[config.mk]
export PLATFORM = sky130hd
export DESIGN_NAME = ic_fetch_queue
export DESIGN_NICKNAME = d
export VERILOG_FILES = /design/src/rtl/ic_fetch_queue.sv
export SDC_FILE = /design/constraint.sdc
export NUM_CORES = 1
export LEC_CHECK = 0
export BUFFER_PORTS_ARGS = -buffer_cell sky130_fd_sc_hd__buf_2
export CORE_ASPECT_RATIO = 0.8
export CORE_MARGIN = 3
export CORE_UTILIZATION = 39
export CTS_CLUSTER_DIAMETER = 60
export DETAILED_ROUTE_END_ITERATION = 7
export SETUP_SLACK_MARGIN = 0.5
export SYNTH_ARGS = -nofsm -noshare
export SYNTH_HDL_FRONTEND = slang
export SYNTH_SLANG_ARGS = --single-unit
[constraint.sdc]
create_clock -name clk -period 2.4 [get_ports clk]
set_input_delay 0.24 -clock clk [delete_from_list [all_inputs] [get_ports clk]]
set_output_delay 0.24 -clock clk [all_outputs]
set_load 0.005 [all_outputs]
[src/rtl/ic_fetch_queue.sv]
// Fetch queue between the PC stage and ID: circular FIFO of {ce,pc} entries with
// valid/ready on both sides. Optional zero-latency empty-queue bypass under IC_FQ_BYPASS_EN.
module ic_fetch_queue #(
  parameter int unsigned PC_WD = 32,
  parameter int unsigned DEPTH = 4
) (
  input  logic                           clk,
  input  logic                           rst,
  input  logic                           flush,
  input  logic                           br_e,
  input  logic                           in_valid,
  input  logic                           in_ce,
  input  logic [PC_WD-1:0]               in_pc,
  output logic                           in_ready,
  output logic                           out_valid,
  input  logic                           out_ready,
  output logic [PC_WD:0]                 out_bus,
  output logic [$clog2(DEPTH+1)-1:0]     count
);

  localparam int unsigned PTR_WD = $clog2(DEPTH);
  localparam int unsigned CNT_WD = $clog2(DEPTH + 1);

  // Stored entries always have ce=1, so only the PC is kept.
  logic [PC_WD-1:0]  r_mem [DEPTH];
  logic [PTR_WD-1:0] r_rd_ptr;
  logic [PTR_WD-1:0] r_wr_ptr;
  logic [CNT_WD-1:0] r_count;

  logic w_kill;
  logic w_empty;
  logic w_full;
  logic w_acc;
  logic w_byp;
  logic w_enq;
  logic w_deq;

  always_comb begin
    w_kill   = flush | br_e;
    w_empty  = (r_count == '0);
    w_full   = (r_count == CNT_WD'(DEPTH));
    in_ready = rst & ~w_full & ~w_kill;
    w_acc    = in_valid & in_ready & in_ce;
`ifdef IC_FQ_BYPASS_EN
    w_byp    = w_empty & w_acc;
`else
    w_byp    = 1'b0;
`endif
    out_valid = (~w_empty | w_byp) & ~w_kill;
    if (!out_valid) begin
      out_bus = '0;
    end else if (w_byp) begin
      out_bus = {1'b1, in_pc};
    end else begin
      out_bus = {1'b1, r_mem[r_rd_ptr]};
    end
    // A bypassed entry consumed the same cycle never touches storage.
    w_deq = out_valid & out_ready & ~w_empty;
    w_enq = w_acc & ~(w_byp & out_ready);
    count = r_count;
  end

  always_ff @(posedge clk or negedge rst) begin
    if (!rst) begin
      r_rd_ptr <= '0;
      r_wr_ptr <= '0;
      r_count  <= '0;
    end else if (w_kill) begin
      r_rd_ptr <= '0;
      r_wr_ptr <= '0;
      r_count  <= '0;
    end else begin
      if (w_enq) begin
        r_wr_ptr <= r_wr_ptr + PTR_WD'(1);
      end
      if (w_deq) begin
        r_rd_ptr <= r_rd_ptr + PTR_WD'(1);
      end
      case ({w_enq, w_deq})
        2'b10:   r_count <= r_count + CNT_WD'(1);
        2'b01:   r_count <= r_count - CNT_WD'(1);
        default: r_count <= r_count;
      endcase
    end
  end

  always_ff @(posedge clk) begin
    if (w_enq) begin
      r_mem[r_wr_ptr] <= in_pc;
    end
  end

endmodule

* Yosys cells after proc, flatten, opt, wreduce, memory -nomap -nowiden
Memories as Yosys holds them, arrays and structs flattened.
Index checks and enable logic that the tools add are counted.
** Storage, ports and cells
- Flip-flop bits (word level) :: 7
- Bits in writable memories :: 128
- Input port bits :: 39
- Output and inout bits :: 38
- Word-level logic and storage cells :: 35
- Memories :: 1
** Memories
- r_mem :: words 4, width 32, rd ports 1, clocked after memory_dff 0, write ports 1, line 25 : logic [PC_WD-1:0] r_mem [DEPTH];
** Cells by class
- $add $sub $neg :: 4
- Equal/unequal tests :: 3
- Multiplexer cells :: 9
- Bitwise operators :: 11
- Reduce and logical (&&, ||, !) cells :: 4
** Operator list (count)
- 33-bit 2-to-1 mux :: 1
- 2-bit 2-to-1 mux :: 4
- 1-bit bitwise AND :: 7
- 3-bit case mux with 2 select lines :: 1
- 2-bit by 1-bit adder with 2-bit output, second input constant :: 2
- 2-bit nonzero test :: 2
- 3-bit by 1-bit adder with 3-bit output, second input constant :: 1
- 3-bit equality test, second input constant :: 1
- 3-bit logical NOT :: 1
- 3-bit 2-to-1 mux :: 1
- 1-bit NOT :: 3
- 3-bit nonzero test :: 1
- 3-bit by 1-bit subtractor with 3-bit output, second input constant :: 1
- 2-bit by 1-bit equality test with 1-bit output, second input constant :: 1
- 2-bit equality test, second input constant :: 1
- 1-bit 2-to-1 mux :: 2
- 1-bit OR :: 1

* Longest topological paths before layout
Gate-level depths: netlist of the first run.
- Depth after elaboration :: 9
- Depth in mapped cells :: 10
- Depth with buffers taken out :: 8

* Worst setup path before layout of the first run
Ideal clock, no wire load.
- Path type :: flip-flop to flip-flop
- Start :: register r_count[2] (netlist: count[2])
- End :: memory r_mem[0][0] (enable)
- Setup time :: 0.392 ns
- Arrival :: 1.899 ns
- Data required time :: 2.008 ns
- Setup slack :: 0.108 ns
- Stages on the path, launching flop included :: 6
- Path buffers :: 2
- Period minus slack after synthesis :: 2.292 ns
- Path through :: dfrtp_1 > or3b_1 > and4_4 > buf_6 > buf_2 > and2_1
** Between the ends
- Cells in the longest elaborated chain, start to end :: 8
** Ends and longest elaborated chain
- start: declaration :: line 28 : logic [CNT_WD-1:0] r_count;
- start signal: assignment :: line 80 : 2'b10: r_count <= r_count + CNT_WD'(1);
- start signal: assignment :: line 81 : 2'b01: r_count <= r_count - CNT_WD'(1);
- start signal: assignment :: line 82 : default: r_count <= r_count;
- 3-bit equality test :: line 41 : w_full = (r_count == CNT_WD'(DEPTH));
- 1-bit NOT :: line 42 : in_ready = rst & ~w_full & ~w_kill;
- 1-bit bitwise AND (2 in series) :: line 42
- 1-bit bitwise AND (2 in series) :: line 43 : w_acc = in_valid & in_ready & in_ce;
- 1-bit 2-to-1 mux :: line 88 : if (w_enq) begin
- 1-bit 2-to-1 mux (not written as such) :: line 89 : r_mem[r_wr_ptr] <= in_pc;
- end: declaration :: line 25
No other way between the ends.

* Worst setup path in the final report of the first run
- Start :: register r_rd_ptr[0]
- End :: output out_bus[24]
** Between the ends
- Cells in the longest elaborated chain, start to end :: 2
** Ends and longest elaborated chain
- start: declaration :: line 26 : logic [PTR_WD-1:0] r_rd_ptr;
- start signal: assignment :: line 77 : r_rd_ptr <= r_rd_ptr + PTR_WD'(1);
- memory read 4 x 32 bit
- 33-bit 2-to-1 mux :: line 50 : if (!out_valid) begin
- end: declaration :: line 17 : output logic [PC_WD:0] out_bus,
No other way between the ends.

==> results of run 1 <==
==> report_power, final <==
group	switching (uW)	internal, uW
Clock	937	1730
Sequential	2.03	2590
Combinational	62.8	43.5
Total	1000	4360
==> synth_stat cells, drive strengths merged <==
| cell | instances | share of area |
|---|---|---|
| or2 | 1 | 0.0012 |
| nand4 | 1 | 0.0012 |
| or3 | 1 | 0.0012 |
| inv | 2 | 0.0014 |
| nand3 | 2 | 0.0019 |
| nor3 | 1 | 0.00093 |
| or3b | 1 | 0.0016 |
| mux2 | 1 | 0.0028 |
| o31ai | 1 | 0.0014 |
| buf | 7 | 0.0081 |
| and3b | 1 | 0.0016 |
| xor2 | 1 | 0.0016 |
| and4 | 1 | 0.0021 |
| nand2 | 6 | 0.0042 |
| ha | 4 | 0.0093 |
| edfxtp | 128 | 0.71 |
| fa | 1 | 0.0037 |
| nand4b | 1 | 0.0016 |
| a31oi | 1 | 0.0012 |
| o21ai | 2 | 0.0019 |
| mux4 | 32 | 0.13 |
| dfrtp | 7 | 0.033 |
| o311a | 1 | 0.0019 |
| and2 | 6 | 0.0070 |
| clkbuf | 13 | 0.0091 |
| xnor2 | 1 | 0.0016 |
| mux2i | 2 | 0.0037 |
| nand2b | 3 | 0.0035 |
| and3 | 34 | 0.040 |
| nor2 | 6 | 0.0042 |
==> cell families after synthesis <==
group	Yosys count
compound gates	5
xor+xnor	2
fa+ha+maj	5
buf+inv	22
flops	135
mux	35
simple gates	65
==> state kept, by name, summed over array words and instances, names as in the netlist <==
| name | flops |
|---|---|
| count | 3 |
| r_mem | 128 |
| r_rd_ptr | 2 |
| r_wr_ptr | 2 |
==> cells in the final DEF (no fill, tap or decap), types with 2 or more instances in the layout <==
cell type / netlist / routed
nand2_1: 6 / 6
clkinv_4: 0 / 3
bufinv_16: 0 / 4
clkbuf_1: 13 / 2
nor2_4: 0 / 2
buf_4: 1 / 17
o21ai_0: 2 / 2
clkbuf_16: 0 / 17
buf_12: 0 / 4
and2_4: 0 / 9
edfxtp_1: 128 / 128
inv_1: 2 / 2
clkinv_2: 0 / 3
mux2i_1: 2 / 2
buf_6: 1 / 4
and3_1: 34 / 34
nand2b_1: 3 / 3
dfrtp_2: 0 / 3
dfrtp_1: 7 / 4
buf_16: 0 / 2
ha_1: 4 / 4
buf_2: 5 / 74
mux4_2: 32 / 32
clkinvlp_4: 0 / 2
nor2_1: 6 / 4
==> per-stage QoR <==
step                      utilization  hold WS [ns]  power (uW)
after floorplan                     -       -0.0556        2670
after global placement          0.456         0.102        2730
after detailed placement        0.456         0.103        2730
after CTS                       0.522        0.0320        5400
after global routing            0.526        0.0345        5530
final                           0.526        0.0489        5360
==> per-layer routing <==
layer | wire [um] | track usage
met3 | 969 | 0.0544
met5 | 21 | 0
met1 | 5290 | 0.208
met4 | 75 | 0.0419
met2 | 5570 | 0.249
==> worst max-delay path by stage <==
stage                     cells after the start              endpoint  slack (ns)                    start
after floorplan                               7  count[2]$_DFFE_PN0P_        0.37     count[2]$_DFFE_PN0P_
after global placement                        6  count[2]$_DFFE_PN0P_        0.41     count[2]$_DFFE_PN0P_
after detailed placement                      6  count[2]$_DFFE_PN0P_        0.38     count[2]$_DFFE_PN0P_
after CTS                                     4           out_bus[24]        0.24  r_rd_ptr[0]$_DFFE_PN0P_
after global routing                          4           out_bus[11]        0.18  r_rd_ptr[0]$_DFFE_PN0P_
final                                         4           out_bus[24]        0.27  r_rd_ptr[0]$_DFFE_PN0P_
==> cell type report <==
cell class	instances	area (um^2)
multi-input combinational	116	1350
timing repair buffer	104	736
clock inverter	13	180
sequential	135	4020
tap	175	219
fill	1052	6250
inverter	2	7.51
clock buffer	19	433
==> what timing repair did <==
item	4_1_cts	5_1_grt
resized for setup	11	7
hold endpoints to repair	7	0
gates cloned	3	4
pin swaps	1	6
endpoints found under the setup margin	36	165
setup buffers	16	2
hold buffers	1	0
==> key figures, run 1 <==
Finish
  • Share of cells above drive strength 1: 0.476
  • Number of antenna repair diodes: 0
  • Design Area, Final: 6950 um^2
  • Final std cells w/o fill: 564
  • Layout overhead on the synthesized area: 29.1%
  • Number of nets in the final layout: 420

Outcome
  • Status: finished clean

Critical path
  • Critical Path Start Type: flop
  • CP max FO: 12
  • Worst reg2reg startpoint: count[1]$_DFFE_PN0P_
  • Biggest cell delay along the critical path: 0.50 ns
  • Delay-heaviest family, CP: multiplexers
  • Slowest cell on the critical path: mux4_2
  • Critical Path Sink Type: primary output
  • Reg2Reg Setup Slack: 0.36 ns
  • Cell-by-cell trace of the critical path: buf_12, mux4_2, and3_1, buf_2
  • CP Data Arrival Time: 1.89 ns
  • Reg2reg end: count[2]$_DFFE_PN0P_
  • WP buf/inv: 2
  • Critical path data required time: 2.16 ns
  • Worst Reg-to-Reg Cells: 7
  • Critical path start-end classification: flop to primary output

Detailed routing
  • Total number of vias: 2957
  • DR WL/cell: 21.2 um
  • Ratio of routed vias to standard cells: 5.24
  • Total wire length: 11.9 mm
  • DRT Pass-1 Iters: 4
  • DR DRC count: 0
  • Iteration-0 DRC Markers: 190
  • Final antenna-violating net count: 0

Die
  • Height of the die: 111 um
  • Core footprint: 13200 um^2
  • Starting utilization of the core area: 0.408
  • Site row count: 37
  • Ports: 77
  • Die Width: 137 um
  • Die outline area: 15300 um^2

GRT
  • Number of antenna violations at the first check in global routing: 2
  • Number of global-route vias before repair: 3145
  • All-layer global routing usage: 0.157
  • First-pass GRT wire length: 17.6 mm
  • Pin count of the biggest net entering global routing: 39
  • Grt ovf: 0

Yosys
  • Average footprint of a synthesized cell: 20.0 um^2
  • Area share of xor/xnor cells in the synthesized design: 0.00326
  • Largest family of logic cells by synthesized area: multiplexers
  • Post-synthesis cell type count: 33
  • Adder-cell share of the synthesized area: 0.0130
  • Post-synthesis sequential area ratio: 0.747
  • Flop and latch count out of synthesis: 135
  • Total standard cell area after synthesis: 5380 um^2
  • Syn Inst Count: 269
  • Synth Area in Simple Gates: 0.0716
  • Compound-gate portion of the synthesized area: 0.00628
  • Number of warnings reported in the yosys synthesis log: 0
  • Share of cell area taken by muxes after synthesis: 0.140
  • Syn_nets: 313

Worst hold path
  • Number of cells on the worst hold path: 1
  • Worst Hold Endpoint: r_mem[1][28]$_DFFE_PP_
  • Origin of the worst min-delay path: in_pc[28]
  • Tightest Hold Check Type: input port to flop

CTS
  • Number of clock sinks seen by CTS: 135
  • Library cell used as clock root buffer: clkbuf_16
  • Maximum clock insertion buffer count: 2
  • Clock slew seen by the registers of the worst setup and hold paths: 0.06 ns
  • Worst-skew pair later-pin latency: 0.40 ns
  • Total CTS buffers: 17
  • TritonCTS clock tree: yes
  • Number of levels in the clock H-tree: 4

STA
  • Measured slew at the worst slew-check pin: 0.396 ns
  • Slack of the critical path: 0.267 ns
  • Maximum frequency from static timing analysis: 469 MHz
  • Headroom to the max-slew limit: 0.736
  • Count of pins over their slew limit: 0
  • Setup clock skew after layout: 0.00779 ns
  • Setup-violating endpoint count in the final report: 0
  • Unrepaired setup endpoints after global routing: yes
  • Setup_tns: 0 ns
  • Time the worst path needs with I/O delays and setup: 2.13 ns
  • Final cycle utilization of the critical path: 0.889
  • Hold Vio Cnt, Final: 0

Placed design
  • Detailed placement HPWL: 6.15 mm
  • Final Wtd Congestion: 0.713
  • Worst setup slack after placement: 0.375 ns
  • Area after detailed placement: 6010 um^2
  • Number of placed cells counting well taps: 506
  • Number of buffers inserted by port buffering: 76

Power
  • P_leak: 0.00261 uW
  • Power density normalized to cell area: 772 nW/um^2
  • Peak supply drop: 0.592 mV

Run
  • MaxCap Viol Count: 0
Note: power is estimated with default switching activity, not from simulation.
==> run 2: changes to the inputs <==
--- a/config.mk
+++ b/config.mk
@@ -11,7 +11,9 @@
 export CORE_UTILIZATION = 39
 export CTS_CLUSTER_DIAMETER = 60
 export DETAILED_ROUTE_END_ITERATION = 7
+export RECOVER_POWER = 50
 export SETUP_SLACK_MARGIN = 0.5
+export SKIP_CTS_REPAIR_TIMING = 1
 export SYNTH_ARGS = -nofsm -noshare
 export SYNTH_HDL_FRONTEND = slang
 export SYNTH_SLANG_ARGS = --single-unit
==> run 2 against run 1 <==
  * Clock skew up 0.0031 ns
  * Global-route usage down 0.95 points
  * Routed wire length down 1.5%
  * Clock-buffer cell count unchanged
  * Combinational power down 9.8%
  * First-iteration DRC count down 5.8%
  * Critical path depth unchanged
  * Via count down 3.7%
  * Largest cell class unchanged
==> key figures, run 2 (synthesized netlist as in run 1, its figures left out) <==
Outcome
  • Status: finished clean

GRT
  • Number of global-route vias before repair: 3021 (-3.9%)
  • Pin count of the biggest net entering global routing: 39 (unchanged)
  • Grt ovf: 0 (unchanged)
  • All-layer global routing usage: 0.148 (-0.00947)
  • First-pass GRT wire length: 16.6 mm (-5.7%)
  • Number of antenna violations at the first check in global routing: 1 (-1)

STA
  • Final cycle utilization of the critical path: 0.893 (+0.00462)
  • Hold_ws: 0.0856 ns (+0.0368 ns)
  • Setup-violating endpoint count in the final report: 0 (unchanged)
  • Time the worst path needs with I/O delays and setup: 2.14 ns (+0.0111 ns)
  • Maximum frequency from static timing analysis: 466 MHz (-0.52%)
  • Setup clock skew after layout: 0.0108 ns (+0.00305 ns)
  • Count of pins over their slew limit: 0 (unchanged)
  • Unrepaired setup endpoints after global routing: yes
  • Headroom to the max-slew limit: 0.672 (-0.0640)
  • Measured slew at the worst slew-check pin: 0.492 ns (+0.0960 ns)
  • Setup_tns: 0 ns (unchanged)
  • Hold Vio Cnt, Final: 0 (unchanged)

Detailed routing
  • Total number of vias: 2848 (-3.7%)
  • Final antenna-violating net count: 0 (unchanged)
  • Total wire length: 11.8 mm (-1.5%)
  • Iteration-0 DRC Markers: 179 (-5.8%)
  • Ratio of routed vias to standard cells: 5.16 (-1.6%)
  • DRT Pass-1 Iters: 4 (unchanged)
  • DR DRC count: 0 (unchanged)
  • DR WL/cell: 21.3 um (+0.69%)

Finish
  • Share of cells above drive strength 1: 0.370 (-0.106)
  • Total of fill cells in the finished design: 1082 (+2.9%)
  • Flip-flop count of the largest register, all copies and words added: 128 (unchanged)
  • Number of nets in the final layout: 407 (-3.1%)
  • Layout overhead on the synthesized area: 26.2%
  • Register containing the most flip-flops in the final layout: r_mem
  • Top library cells by usage in the layout, fill and taps aside: edfxtp_1, buf_2, clkbuf_1
  • Commonest non-fill, non-tap cell in the layout: edfxtp_1
  • Core occupancy in the finished layout: 0.515 (-0.0117)

Critical path
  • Reg2reg end: count[2]$_DFFE_PN0P_
  • CP Data Arrival Time: 1.90 ns (about the same)
  • Reg2Reg Setup Slack: 0.35 ns (about the same)
  • Critical path data required time: 2.16 ns (about the same)
  • Critical Path Start Type: flop
  • Biggest cell delay along the critical path: 0.51 ns (about the same)
  • WP buf/inv: 2 (unchanged)
  • CP max FO: 12 (unchanged)
  • Critical Path Sink Type: primary output
  • Worst Reg-to-Reg Cells: 6 (-1)
  • Critical path start-end classification: flop to primary output
  • Cell-by-cell trace of the critical path: buf_12, mux4_2, and3_1, buf_2
  • Delay-heaviest family, CP: multiplexers
  • Worst reg2reg startpoint: count[2]$_DFFE_PN0P_
  • Slowest cell on the critical path: mux4_2

CTS
  • Worst-skew pair later-pin latency: 0.41 ns (about the same)
  • TritonCTS clock tree: yes
  • Clock slew seen by the registers of the worst setup and hold paths: 0.06 ns (about the same)
  • Library cell used as clock root buffer: clkbuf_16
  • Total CTS buffers: 17 (unchanged)
  • Number of levels in the clock H-tree: 4 (unchanged)
  • Number of clock sinks seen by CTS: 135 (unchanged)
  • Maximum clock insertion buffer count: 2 (unchanged)

Die
  • Height of the die: 111 um (unchanged)
  • Starting utilization of the core area: 0.408 (unchanged)
  • Die Width: 137 um (unchanged)
  • Die outline area: 15300 um^2 (unchanged)
  • Site row count: 37 (unchanged)
  • Core footprint: 13200 um^2 (unchanged)
  • Ports: 77 (unchanged)

Power
  • Power density normalized to cell area: 787 nW/um^2 (+1.9%)
  • P_leak: 0.00244 uW (-6.8%)
  • Peak supply drop: 0.592 mV (about the same)

Worst hold path
  • Worst Hold Endpoint: r_mem[2][28]$_DFFE_PP_
  • Origin of the worst min-delay path: in_pc[28]
  • Number of cells on the worst hold path: 1 (unchanged)
  • Tightest Hold Check Type: input port to flop

Placed design
  • Final Wtd Congestion: 0.713 (unchanged)
  • Number of buffers inserted by port buffering: 76 (unchanged)
  • Detailed placement HPWL: 6.15 mm (unchanged)

Run
  • MaxCap Viol Count: 0 (unchanged)
==> run 2: cell count changes in the layout (fill, tap and decap cells not counted), sizes merged <==
cell    change
bufbuf      -1
buf        -49
clkbuf     +37
diode       +1
==> run 2: area by class of cell <==
class	instances	area, um^2	share of cell area
antenna	1	2.50	0.000368
clock buffer	19	433	0.0637
multi-input combinational	116	1350	0.199
inverter	2	7.51	0.00111
tap	175	219	0.0322
clock inverter	13	180	0.0265
sequential	135	4030	0.593
timing repair buffer	91	573	0.0844
==> run 2: stage by stage <==
stage | power [uW] | instance area [um^2] | setup slack [ns] | cells
after floorplan | 2670 | 5430 | 0.369 | 269
after global placement | 2730 | 6010 | 0.408 | 506
after detailed placement | 2730 | 6010 | 0.375 | 506
after CTS | 5390 | 6630 | 0.178 | 538
after global routing | 5510 | 6790 | 0.178 | 551
final | 5350 | 6790 | 0.256 | 552
==> run 2: layer usage <==
layer | vias up | routed length, um | global-route usage
met3 | 12 | 832 | 0.0572
met1 | 1457 | 5420 | 0.186
met4 | 2 | 93 | 0.0419
li1 | 1287 | - | -
met2 | 90 | 5410 | 0.238
met5 | - | 9 | 0
==> run 2: worst max-delay path by stage <==
stage                             from                    to  slack (ns)  depth (start not counted)
6_report       r_rd_ptr[0]$_DFFE_PN0P_           out_bus[24]        0.26                          4
5_1_grt        r_rd_ptr[0]$_DFFE_PN0P_           out_bus[11]        0.18                          4
4_1_cts        r_rd_ptr[0]$_DFFE_PN0P_           out_bus[11]        0.18                          4
3_5_place_dp      count[2]$_DFFE_PN0P_  count[2]$_DFFE_PN0P_        0.38                          6
3_3_place_gp      count[2]$_DFFE_PN0P_  count[2]$_DFFE_PN0P_        0.41                          6
2_1_floorplan     count[2]$_DFFE_PN0P_  count[2]$_DFFE_PN0P_        0.37                          7
==> run 2: where the power goes <==
part	internal [uW]	switching [uW]
Clock	1730	931
Combinational	33.1	62.5
Sequential	2590	2.21
Total	4350	995
==> run 2: worst reg2reg max path, delay by kind of cell, from the launching register on <==
family	cells	cell delay, ns
DFF	1	0.44
and+or+nand+nor	4	0.82
AOI/OAI and AO/OA	1	0.28
adders and majority gates	1	0.40
